$ cat config.mk
export PLATFORM = sky130hd
export DESIGN_NAME = timer_counter
export DESIGN_NICKNAME = d
export VERILOG_FILES = /design/src/rtl/timer_counter.sv
export SDC_FILE = /design/constraint.sdc
export NUM_CORES = 1
export LEC_CHECK = 0
export BUFFER_PORTS_ARGS = -buffer_cell sky130_fd_sc_hd__buf_2
export CELL_PAD_IN_SITES_DETAIL_PLACEMENT = 1
export CELL_PAD_IN_SITES_GLOBAL_PLACEMENT = 1
export CORE_UTILIZATION = 35
export DETAILED_ROUTE_END_ITERATION = 10
export GPL_TIMING_DRIVEN = 0
export PLACE_DENSITY_LB_ADDON = 0.08
export SYNTH_ARGS = -nofsm -noshare
export SYNTH_HDL_FRONTEND = slang
export SYNTH_SLANG_ARGS = --single-unit
$ cat constraint.sdc
create_clock -name clk -period 2.3 [get_ports clk]
set_input_delay 0.115 -clock clk [delete_from_list [all_inputs] [get_ports clk]]
set_output_delay 0.115 -clock clk [all_outputs]
set_load 0.01 [all_outputs]
$ cat src/rtl/timer_counter.sv
// TC0 countdown timer: CTRL/PRESET/COUNT registers behind the bridge, one-shot or
// auto-reload terminal-count interrupt.
module timer_counter (
    input  logic        clk,
    input  logic        reset,
    input  logic [31:0] Addr,
    input  logic        WE,
    input  logic [31:0] Din,
    output logic [31:0] Dout,
    output logic        IRQ
);

    typedef enum logic [1:0] {
        S_IDLE = 2'd0,
        S_LOAD = 2'd1,
        S_CNT  = 2'd2,
        S_INT  = 2'd3
    } state_e;

    state_e      state_q;
    logic [3:0]  ctrl_q;
    logic [31:0] preset_q;
    logic [31:0] count_q;
    logic        irq_flag_q;
    logic [31:0] count_dec_d;
    logic        auto_reload;
    logic        unused_addr;

    assign count_dec_d = count_q - 32'd1;
    assign auto_reload = (ctrl_q[2:1] == 2'b01);
    assign unused_addr = ^{Addr[31:4], Addr[1:0]};

    always_ff @(posedge clk) begin
        if (reset) begin
            state_q    <= S_IDLE;
            ctrl_q     <= '0;
            preset_q   <= '0;
            count_q    <= '0;
            irq_flag_q <= 1'b0;
        end else begin
            case (state_q)
                S_IDLE: begin
                    if (ctrl_q[0]) state_q <= S_LOAD;
                end
                S_LOAD: begin
                    count_q <= preset_q;
                    state_q <= S_CNT;
                end
                S_CNT: begin
                    if (!ctrl_q[0]) begin
                        state_q <= S_IDLE;
                    end else if (count_q > 32'd1) begin
                        count_q <= count_dec_d;
                    end else begin
                        count_q    <= '0;
                        irq_flag_q <= 1'b1;
                        state_q    <= S_INT;
                    end
                end
                S_INT: begin
                    state_q <= S_IDLE;
                    if (auto_reload) irq_flag_q <= 1'b0;
                    else             ctrl_q[0]  <= 1'b0;
                end
                default: state_q <= S_IDLE;
            endcase

            // Bus writes come last so a CTRL write overrides FSM updates on the same edge.
            if (WE) begin
                case (Addr[3:2])
                    2'd0: begin
                        ctrl_q     <= Din[3:0];
                        irq_flag_q <= 1'b0;
                    end
                    2'd1:    preset_q <= Din;
                    default: ;
                endcase
            end
        end
    end

    always_comb begin
        Dout = '0;
        case (Addr[3:2])
            2'd0:    Dout = {28'd0, ctrl_q};
            2'd1:    Dout = preset_q;
            2'd2:    Dout = count_q;
            default: Dout = '0;
        endcase
    end

    assign IRQ = ctrl_q[3] & irq_flag_q;

endmodule
== After elaboration in Yosys (flattened, before gate mapping) ==
Cells that the tools add are included.

* $add $sub $neg: 1
* $mul: 0
* Div/mod/pow operators: 0
* $lt $le $gt $ge: 1
* Equality and inequality tests: 9
* Shifts and indexed selects: 0
* Muxes and demuxes: 18
* Bitwise operators: 1
* Reductions and logical operators: 7

{| class="wikitable"
|+ Operators with widths
! operator !! number
|-
| $pmux 32 s3 || 1
|-
| $mux 32 || 2
|-
| $pmux 32 s2 || 1
|-
| $gt 32x1->1 const B || 1
|-
| $sub 32x1->32 const B || 1
|-
| $mux 1 || 9
|-
| $pmux 2 s4 || 1
|-
| $reduce_and 2->1 || 4
|-
| $eq 2x1->1 const B || 3
|-
| $eq 2x2->1 const B || 3
|-
| $mux 2 || 3
|-
| $logic_not 2->1 || 2
|-
| $ne 2x2->1 const B || 2
|-
| $ne 3x3->1 const B || 1
|-
| $pmux 1 s2 || 1
|-
| $reduce_bool 2->1 || 1
|-
| $and 1x1->1 || 1
|}

* Register bits: 71
* Latch bits: 0
* RAM bits: 0
* Memory bits (read-only): 0
* Input port bits: 67
* Output and inout port bits: 33
* Logic and storage cells: 43
* Memories: 0

== Depth between registers and ports, before layout ==
* Depth after elaboration: 6
* Gate-level depth with buffers: 8
* Depth with buffers taken out: 7

== Least setup slack after synthesis ==
OpenSTA, ideal clock, no wires.

* Path type: register -> register
* Start: register count_q[17]
* End: register count_q[30]
* Setup time: 125 ps
* Arrival: 2358 ps
* Data required time: 2175 ps
* Setup slack: -184 ps
* Cell stages (with the launch flop): 9
* Path buffers: 3
* Clock period less this slack: 2484 ps
* Path through: dfxtp_1 buf_6 or4_1 buf_2 or4_1 buf_2 or4_1 a32oi_1 o41ai_1

* Word-level cells in the longest chain between the ends: 4
* Elaborated cells between the ends (all ways): 5
* Classes of those cells: add/sub: 1; order compare: 1; mux: 3

{| class="wikitable"
|+ Ends and longest elaborated chain
! element !! line !! RTL
|-
| from (decl) || 23 || <nowiki>logic [31:0] count_q;</nowiki>
|-
| from (signal assigned) || 46 || <nowiki>count_q <= preset_q;</nowiki>
|-
| from (signal assigned) || 53 || <nowiki>count_q <= count_dec_d;</nowiki>
|-
| $sub 32x1->32 / $gt 32x1->1 (equally long branches) || 29, 52 ||
|-
| $mux 32 (*) || 52 || <nowiki>end else if (count_q > 32'd1) begin</nowiki>
|-
| $mux 32 (*) || 50 || <nowiki>if (!ctrl_q[0]) begin</nowiki>
|-
| $pmux 32 s2 (*) || 41 || <nowiki>case (state_q)</nowiki>
|}

Mark *: on every way between the ends. The rest lies on a longest branch, timed or not. The select of a mux whose other input is x is not followed.
A chain may end at the register's enable or synchronous reset.

== Worst setup path after layout ==
* Start: register count_q[24]
* End: register count_q[30]

Same word-level chain as after synthesis.

==> results.cfg <==
[critical_path]
worst_setup_path_start_kind = flip-flop
arrival_ns = 2.64
reg2regPathDepth = 5
critPathCaptureType = flip-flop
crit_required_ns = 2.56
timing.reg2reg.setup_slack_ns = -0.09
timing.setup.critical_path_class = flip-flop to flip-flop
crit_fanout = 7

[cells_and_area]
fin_nets = 682
share_of_cells_above_drive_strength_1 = 0.2305
design_area_final_um2 = 5159
antenna_cells_inserted = 0
layout_area_overhead_pct = 32.19
final_non_filler_cells = 756

[timing]
finalWorstPathRequiredPeriod_ns = 2.386
max_freq_mhz = 419.1
worst_hold_slack_across_all_endpoints_ns = 0.002511
timing.final.max_slew_violations = 0
setup_repair_after_global_routing_missed_its_margin = yes
slew-limit-headroom = 0.3458
final.period_utilization = 1.037
worstMarginPinSlew_ns = 0.9792
final.setup.worst_slack_ns = -0.08579
finalHoldViolations = 0
finalSetupViolations = 1
worst_clock_skew_ns = 0.01285

[outcome]
violations_in_the_final_reports = setup timing
run_status = finished, violations left

[pwr]
pwr-share-comb = 0.158
clockPowerShare = 0.358
power.ir.vdd_worst_mv = 0.3587
power.density_nw_per_um2 = 512.0
pwr-share-seq = 0.484
static_leakage_nw = 2.109
intPower_mw = 1.856
net-switching-power_mw = 0.7849
power_switching_share = 0.2972

[detailed_routing]
drcViolationCount = 0
initialDrtViolationCount = 270
detailroute.via_count = 4469
viasPerCell = 5.911
final_antenna_net_count = 0
drt-pass1-iter-count = 5
wl_per_cell_um = 21.61
route.final.wire_length_mm = 16.34

[floorplan]
fp-row-count = 38
floorplan.core_area_um2 = 10840
floorplan.io_pins = 100
initial_core_util = 0.3600
die_height_um = 107.6
fp.dieW_um = 107.6
floorplan.die_area_um2 = 11580

[yosys]
synth_warnings = 0
postSynthCellCount = 497
synth.distinct_cells = 59
number_of_flops_mapped_to_enable_cells_by_yosys = 0
seq_area_frac_synth = 0.3642
synth_async_sr_flop_share = 0
yosys_register_bits = 71
synthesis.nets = 566
mappedNetlistArea_um2 = 3902
synthesized_area_divided_by_synthesized_cell_count_um2 = 7.852
synth_ff_type = dfxtp_1

[global_routing]
track_usage = 0.2952
first_global_vias = 4416
antenna_found_initial = 0
busiest_layer = met2
pin_count_of_the_biggest_net_entering_global_routing = 11
grt.met1_usage = 0.3882
wire_length_of_the_first_global_routing_pass_mm = 25.19
globalRouteMet2Util = 0.4707
met3_usage = 0.05266
grt.overflow.total = 0

[place]
place_ws_ns = -0.6387
place_area_um2 = 4447
detailed_place_hpwl_mm = 11.25
post-place-cells = 705
place.port_buffers = 68
place.gp.congestion = 0.8577

[hold_path]
holdCritPathClass = primary input to flip-flop
timing.hold.worst_path_depth = 3

[cts]
cts_inserted_buffers = 9
clkSlewWorstSetupHoldPaths_ns = 0.08
tritoncts_clock_tree = yes
worstSkewPairLatency_ns = 0.37
clock_tree.buffer_depth = 2
cts-htree-levels = 3
numClockSinks = 71
cts_root_buffer = clkbuf_8

[flow_run]
max_cap_viol_count = 0
-- worst paths after layout --
check / start / endpoint
worst max-delay path: count_q[24] / count_q[30]
worst max register to register: count_q[24] / count_q[30]
worst min-delay path: Din[0] / preset_q[0]
worst min register to register: preset_q[8] / preset_q[8]
-- metrics by stage --
step                      TNS (ns)  power, mW  utilization
after CTS                  -0.1977      2.624       0.4655
after floorplan                  0      1.501            -
final                     -0.08579      2.641       0.4759
after detailed placement    -15.35      1.646       0.4102
after global placement      -13.67      1.637       0.4102
after global routing       -0.2827      2.745       0.4759
-- timing repair --
action | CTS | global route
gates resized for setup | 27 | 18
buffers inserted | 4 | 13
hold buffers | 28 | 0
setup endpoints to repair | 33 | 48
pin swaps | 4 | 8
endpoints found under the hold margin | 28 | 0
-- logic make-up (layout without fill, tap and decap cells) --
logic type / after synthesis / count (layout) / share of synthesized area
simple gates: 199 / 199 / 0.2491
flops: 71 / 71 / 0.3642
mux: 10 / 10 / 0.02565
buf+inv: 51 / 170 / 0.05162
fa+ha+maj: 2 / 2 / 0.006411
xor+xnor: 4 / 4 / 0.008979
compound gates: 160 / 160 / 0.2940
-- power groups by stage --
stage | Combinational (mW) | Clock (mW) | Sequential, mW
after floorplan | 0.205 | 0 | 1.30
after global placement | 0.333 | 0 | 1.30
after detailed placement | 0.340 | 0 | 1.31
after CTS | 0.399 | 0.948 | 1.28
after global routing | 0.446 | 1.02 | 1.28
final | 0.416 | 0.946 | 1.28
-- per-layer routing --
layer  wire [um]  vias up
met2        7650      139
met3         782       39
met4         523        0
met1        7383     2199
li1            -     2092
met5           0        -
-- critical path, stage by stage (launching register included) --
cell	delay [ns]
dfxtp_4	0.37
or4_4	0.59
or4_1	0.47
or4_1	0.54
a32oi_1	0.19
o41ai_1	0.11
-- cells in the final DEF, fill, tap and decap left out, types with 4 or more instances in the layout --
| cell type | n |
|---|---|
| nand2_1 | 86 |
| buf_2 | 70 |
| dfxtp_1 | 66 |
| a21oi_1 | 46 |
| a22o_1 | 31 |
| clkbuf_1 | 30 |
| dlygate4sd3_1 | 28 |
| nor2_1 | 22 |
| buf_4 | 16 |
| nand3_1 | 13 |
| clkbuf_8 | 11 |
| mux2i_1 | 10 |
| o21ai_0 | 10 |
| nor3_1 | 10 |
| nand4_1 | 10 |
| a22oi_1 | 8 |
| o211ai_1 | 7 |
| inv_1 | 6 |
| or3_1 | 6 |
| and3_1 | 6 |
| o41ai_1 | 6 |
| nor2b_1 | 5 |
| nor4_4 | 5 |
| clkbuf_2 | 4 |
| or4_4 | 4 |
| nand2b_1 | 4 |
| or4_1 | 4 |
| a32oi_1 | 4 |
| o22ai_1 | 4 |
| o21a_1 | 4 |
-- cell usage after synthesis, types with 5 or more instances --
master | n | area [um^2]
inv_1 | 6 | 22.52
o41ai_1 | 6 | 52.55
a22o_1 | 31 | 271.5
or3_1 | 7 | 43.79
nor2b_1 | 5 | 31.28
and3_1 | 6 | 37.54
nand3_1 | 16 | 80.08
nor3_1 | 11 | 55.05
a21oi_1 | 47 | 235.2
dfxtp_1 | 71 | 1421
o21ai_0 | 10 | 50.05
mux2i_1 | 10 | 100.1
nor4_1 | 7 | 43.79
clkbuf_1 | 38 | 142.6
nand4_1 | 10 | 62.56
nor2_1 | 24 | 90.09
o311ai_0 | 6 | 52.55
o211ai_1 | 7 | 52.55
or4_1 | 8 | 60.06
a22oi_1 | 8 | 60.06
nand2_1 | 86 | 322.8
-- area by class of cell --
class	instances	area, um^2
buffer	37	161.4
clock buffer	13	158.9
clock inverter	1	5.005
fill	1360	5682
inverter	6	22.52
multi-input combinational	375	2451
sequential	71	1433
tap	140	175.2
timing repair buffer	113	752.0
-- flip-flops by register name, summed over array words and instances, names as in the netlist --
| register | count |
|---|---|
| count_q | 32 |
| preset_q | 32 |
| ctrl_q | 4 |
| state_q | 2 |
| irq_flag_q | 1 |
(Power assumes the default switching activity.)
